## src/rtl/fifo_pkg.sv

```systemverilog
// Shared FIFO helpers: address/count width functions and default threshold constants.
package fifo_pkg;

  localparam int unsigned DEF_AE_THRESH = 2;
  // almst_full default sits this many entries below DEPTH
  localparam int unsigned DEF_AF_MARGIN = 2;

  function automatic int unsigned ptr_width(input int unsigned depth);
    return $clog2(depth);
  endfunction

  // Count must reach DEPTH itself, hence one bit more than the pointers
  function automatic int unsigned cnt_width(input int unsigned depth);
    return $clog2(depth) + 1;
  endfunction

endpackage

```

## src/rtl/fifo_ram.sv

```systemverilog
// Simple dual-port storage: one synchronous write port, one asynchronous read port.
module fifo_ram
  import fifo_pkg::*;
#(
  parameter int unsigned WIDTH = 24,
  parameter int unsigned DEPTH = 16
) (
  input  logic                          clk,
  input  logic                          we,
  input  logic [ptr_width(DEPTH)-1:0]   waddr,
  input  logic [WIDTH-1:0]              wdata,
  input  logic [ptr_width(DEPTH)-1:0]   raddr,
  output logic [WIDTH-1:0]              rdata
);

  logic [WIDTH-1:0] mem [DEPTH];

  always_ff @(posedge clk) begin
    if (we) mem[waddr] <= wdata;
  end

  assign rdata = mem[raddr];

endmodule

```

## src/rtl/fifo_sync_param.sv

```systemverilog
// Parametrised single-clock FIFO with threshold flags, sticky error flags and optional FWFT output.
module fifo_sync_param
  import fifo_pkg::*;
#(
  parameter int unsigned WIDTH     = 24,
  parameter int unsigned DEPTH     = 16,
  parameter int unsigned AF_THRESH = DEPTH - DEF_AF_MARGIN,
  parameter int unsigned AE_THRESH = DEF_AE_THRESH,
  parameter int unsigned FWFT      = 0
) (
  input  logic                          clk,
  input  logic                          reset,
  input  logic [WIDTH-1:0]              data_in,
  input  logic                          wr_en,
  input  logic                          rd_en,
  input  logic                          err_clr,
  output logic [WIDTH-1:0]              data_out,
  output logic [cnt_width(DEPTH)-1:0]   data_count,
  output logic                          empty,
  output logic                          full,
  output logic                          almst_empty,
  output logic                          almst_full,
  output logic                          err,
  output logic                          ovf,
  output logic                          udf
);

  localparam int unsigned AW = ptr_width(DEPTH);
  localparam int unsigned CW = cnt_width(DEPTH);
  localparam logic [CW-1:0] DEPTH_C = CW'(DEPTH);
  localparam logic [CW-1:0] AF_C    = CW'(AF_THRESH);
  localparam logic [CW-1:0] AE_C    = CW'(AE_THRESH);

  if (DEPTH < 4 || (DEPTH & (DEPTH - 1)) != 0) begin : g_chk_depth
    $error("fifo_sync_param: DEPTH must be a power of two and at least 4");
  end
  if (!(AE_THRESH > 0 && AE_THRESH < AF_THRESH && AF_THRESH < DEPTH)) begin : g_chk_thresh
    $error("fifo_sync_param: thresholds must satisfy 0 < AE_THRESH < AF_THRESH < DEPTH");
  end

  logic [AW-1:0]    wr_ptr;
  logic [AW-1:0]    rd_ptr;
  logic             wr_acc;
  logic             rd_acc;
  logic             wr_rej;
  logic             rd_rej;
  logic [CW-1:0]    count_nxt;
  logic [WIDTH-1:0] ram_rdata;

  // A read frees a slot in the same cycle, so a full FIFO still accepts a paired write
  always_comb begin
    rd_acc    = rd_en & ~empty;
    wr_acc    = wr_en & (~full | rd_acc);
    wr_rej    = wr_en & ~wr_acc;
    rd_rej    = rd_en & ~rd_acc;
    count_nxt = data_count + CW'(wr_acc) - CW'(rd_acc);
  end

  always_ff @(posedge clk) begin
    if (reset) begin
      wr_ptr      <= '0;
      rd_ptr      <= '0;
      data_count  <= '0;
      empty       <= 1'b1;
      almst_empty <= 1'b1;
      full        <= 1'b0;
      almst_full  <= 1'b0;
      err         <= 1'b0;
      ovf         <= 1'b0;
      udf         <= 1'b0;
    end else begin
      if (wr_acc) wr_ptr <= wr_ptr + AW'(1);
      if (rd_acc) rd_ptr <= rd_ptr + AW'(1);
      data_count  <= count_nxt;
      empty       <= (count_nxt == '0);
      full        <= (count_nxt == DEPTH_C);
      almst_empty <= (count_nxt <= AE_C);
      almst_full  <= (count_nxt >= AF_C);
      err         <= wr_rej | rd_rej;
      // A fresh error wins over a simultaneous clear
      ovf         <= wr_rej | (ovf & ~err_clr);
      udf         <= rd_rej | (udf & ~err_clr);
    end
  end

  fifo_ram #(
    .WIDTH (WIDTH),
    .DEPTH (DEPTH)
  ) u_ram (
    .clk   (clk),
    .we    (wr_acc),
    .waddr (wr_ptr),
    .wdata (data_in),
    .raddr (rd_ptr),
    .rdata (ram_rdata)
  );

  if (FWFT != 0) begin : g_fwft
    assign data_out = ram_rdata;
  end else begin : g_std
    always_ff @(posedge clk) begin
      if (reset)       data_out <= '0;
      else if (rd_acc) data_out <= ram_rdata;
    end
  end

endmodule

```

## config.mk

```make
export PLATFORM = sky130hd
export DESIGN_NAME = fifo_sync_param
export DESIGN_NICKNAME = d
export VERILOG_FILES = /design/src/rtl/fifo_pkg.sv /design/src/rtl/fifo_ram.sv /design/src/rtl/fifo_sync_param.sv
export SDC_FILE = /design/constraint.sdc
export NUM_CORES = 1
export LEC_CHECK = 0
export CAP_MARGIN = 20
export CORE_MARGIN = 3
export CORE_UTILIZATION = 35
export CTS_CLUSTER_SIZE = 10
export DETAILED_ROUTE_END_ITERATION = 10
export PLACE_DENSITY_LB_ADDON = 0.05
export SLEW_MARGIN = 20
export SYNTH_ARGS = -nofsm -noshare
export SYNTH_HDL_FRONTEND = slang
export SYNTH_SLANG_ARGS = --single-unit
```

## constraint.sdc

```tcl
create_clock -name clk -period 3.8 [get_ports clk]
set_clock_uncertainty 0.05 [all_clocks]
set_input_delay 0.76 -clock clk [delete_from_list [all_inputs] [get_ports clk]]
set_output_delay 0.76 -clock clk [all_outputs]
set_load 0.01 [all_outputs]
```

==> impl_metrics.csv <==
group,metric,value,unit
drt,route.detailed.vias_per_inst,5.08,
timing,hold_viol_final,0,
cells_and_area,area_growth,18.6,%
floorplan,initial_core_util,35.7,%
logic_synthesis,async_flop_share,0,%
clock_tree,cts_tree,"built",
critical_path,criticalPathCategory,"input port to flop",
global_route,grt_pass1_wl,56.5,mm
drt,dr.first_iter.drc_count,470,
global_route,track_usage,15.5,%
logic_synthesis,synth_area,16300,um2
logic_synthesis,synth_seq_area_share,76.1,%
critical_path,crit_end,"almst_empty",
critical_path,critical_path.max_stage_delay,0.50,ns
critical_path,arrival,3.63,ns
logic_synthesis,synth.distinct_cells,37,
logic_synthesis,syn_area_per_cell,20.0,um2
critical_path,cp.required,4.17,ns
clock_tree,cts_setup_buffers,0,
place,dp.cells,1480,
critical_path,rr_worst_depth,11,
drt,drc,0,
logic_synthesis,synthCells,816,
critical_path,reg2reg_slack,0.85,ns
drt,ant_nets,0,
clock_tree,h-tree-depth,2,
critical_path,setup.worst_path.start,"rd_en",
floorplan,dieArea,49200,um2
job,drv_cap,0,
pwr,vdd_drop_max,325,uV
place,gp_congestion,0.756,
clock_tree,cts.reportedPaths.clkPinSlew,0.05,ns
cells_and_area,nNetsFinal,971,
cells_and_area,final_common_cell,"edfxtp_1",
cells_and_area,antenna_cells,0,
drt,wl_per_cell,24.3,um
timing,final_max_slew_viol_count,0,
global_route,grt_max_degree,34,
global_route,grt_pass1_vias,8629,
critical_path,crit_family,"compound AO/OA/AOI/OAI gates",
critical_path,worstSetupStartpointType,"input port",
global_route,grt_antenna_before_repair,0,
cells_and_area,fin_area,19300,um2
clock_tree,cts_buffers,49,
logic_synthesis,synth_edf_count,384,
pwr,p_per_area,592,nW/um2
logic_synthesis,ys_seq_elements,428,
clock_tree,clockBufferDepth,3,
timing,period_share,85.6,%
critical_path,cp_max_fo,4,
drt,wl_met3,1.54,mm
cells_and_area,drive_gt1_share,22.8,%
drt,wirelength,38.0,mm
cells_and_area,fin_util,42.3,%
floorplan,fp.dieW,222,um
timing,slew_headroom,54.7,%
clock_tree,clk_latency,0.58,ns
logic_synthesis,syn_nets,856,
floorplan,fp.coreArea,45700,um2
clock_tree,cts_resized,0,
floorplan,ios,65,
drt,drt-pass1-iter-count,4,
pwr,p_leak,6.11,nW
cells_and_area,stdcell_count,1567,
status,outcome,"completed",
critical_path,crit_buf_inv,3,
cells_and_area,final_cell_mix,"edfxtp_1 (384), mux4_2 (72), clkdlybuf4s50_1 (64), mux2i_1 (50), clkbuf_16 (50)",
critical_path,crit_chain,"clkdlybuf4s50_1 -> nand2b_1 -> a21boi_1 -> inv_1 -> ha_1 -> inv_1 -> ha_1 -> fa_1 -> a21o_1 -> a21oi_1 -> mux2i_1 -> a2111oi_0",
timing,final.min_clock_period,3.25,ns
timing,rsz0062_at_grt,"no",
clock_tree,cts_sinks,428,
critical_path,cp.depth,12,
place,dpl_cell_area,17900,um2
place,place_hpwl,22.1,mm
timing,tightest_slew,0.678,ns
floorplan,placementRows,78,
hold_path,hp-class,"flop to flop",
drt,routed.top_layer,"met4",
floorplan,die_h,222,um
timing,tns,0,ns
critical_path,end_kind,"flop",
critical_path,r2r_end,"almst_empty",
drt,drt-met1-wl,16.7,mm
place,io_buffers,64,
critical_path,timing.rr.start,"empty",
clock_tree,clock-root-buffer,"clkbuf_16",
logic_synthesis,synth_flop_cell,"edfxtp_1",
drt,num_vias,7957,
logic_synthesis,ys_warn_count,0,
drt,wl_met2,18.9,mm
timing,setup_viol,0,
critical_path,slowest_stage,"clkdlybuf4s50_1",
clock_tree,cts_hold_buf,0,
timing,fmax,307,MHz
global_route,grt-ovfl-total,0,
## worst min path at each step
| stage | cells past startpoint | from | to |
|---|---|---|---|
| final | 2 | udf | udf |
| after global routing | 2 | data_out[9] | data_out[9] |
| after CTS | 2 | udf | udf |
| after detailed placement | 2 | udf | udf |
| after global placement | 2 | udf | udf |
| after floorplan | 2 | udf | udf |
## layout make-up
| type | instances | area (um2) |
|---|---|---|
| clock buffer | 85 | 1400 |
| clock inverter | 2 | 36.3 |
| fill | 4038 | 26300 |
| inverter | 12 | 45.0 |
| multi-input combinational | 331 | 3660 |
| sequential | 428 | 12400 |
| tap | 600 | 751 |
| timing repair buffer | 109 | 1020 |
## per-layer routing
metal  vias to the layer above  global-route usage, %
met5                         -                      0
met1                      4174                   21.0
met4                         0                   4.99
met3                        61                   2.46
li1                       3548                      -
met2                       174                   26.0
## registers in the layout (all words and copies together), names as in the netlist
name         flops
almst_empty      1
almst_full       1
data_count       5
data_out        24
empty            1
err              1
full             1
ovf              1
rd_ptr           4
u_ram.mem      384
udf              1
wr_ptr           4
## metrics by stage
stage	hold WS [ns]	worst slack (ns)	power [W]
finish	0.430	0.547	0.0115
global route	0.465	0.347	0.0120
CTS	0.433	0.612	0.0117
detailed placement	0.423	0.0125	0.00734
global placement	0.404	0.223	0.00728
floorplan	0.437	0.210	0.00669
## report_power, final
| group | internal [W] | switching, W | leakage (nW) |
|---|---|---|---|
| registers | 0.00537 | 0.000160 | 3.83 |
| clock network | 0.00249 | 0.00176 | 0.686 |
| logic | 0.000844 | 0.000831 | 1.60 |
| total | 0.00870 | 0.00275 | 6.11 |
## cell usage after synthesis, types with 2 or more instances
master	instances	area (um2)
ha_1	10	125
nand2_1	35	131
nor2b_1	3	18.8
a22oi_1	48	360
a21oi_1	5	25.0
buf_4	9	67.6
edfxtp_1	384	11500
mux2i_1	50	500
dfxtp_1	44	881
o211ai_1	26	195
and2_1	3	18.8
buf_1	3	11.3
a21o_1	2	15.0
mux2_2	24	270
inv_1	11	41.3
nor2_1	23	86.3
nor3_1	5	25.0
mux4_2	72	1620
xor2_1	4	35.0
and3_1	2	12.5
xnor2_1	6	52.6
nand2b_1	3	18.8
buf_6	5	56.3
clkbuf_1	26	97.6
## worst register-to-register path, stage by stage (launching register included)
cell       delay (ns)
dfxtp_1          0.32
nand2b_1         0.15
a21boi_1         0.18
inv_1            0.07
ha_1             0.27
inv_1            0.04
ha_1             0.20
fa_1             0.43
a21o_1           0.17
a21oi_1          0.28
mux2i_1          0.20
a2111oi_0        0.44
## cell families (layout without fill, tap and decap cells)
family                   count (synthesis)  in the layout  synth area share, %
AO/OA/AOI/OAI                           86             86                 3.91
XOR/XNOR                                10             10                0.537
adder cells (fa/ha/maj)                 11             11                0.890
buffers and inverters                   57            208                 1.78
flip-flops                             428            428                 76.1
multiplexers                           146            146                 14.7
AND/OR/NAND/NOR                         78             78                 2.07
No activity file was read; power rests on OpenSTA's default activity.
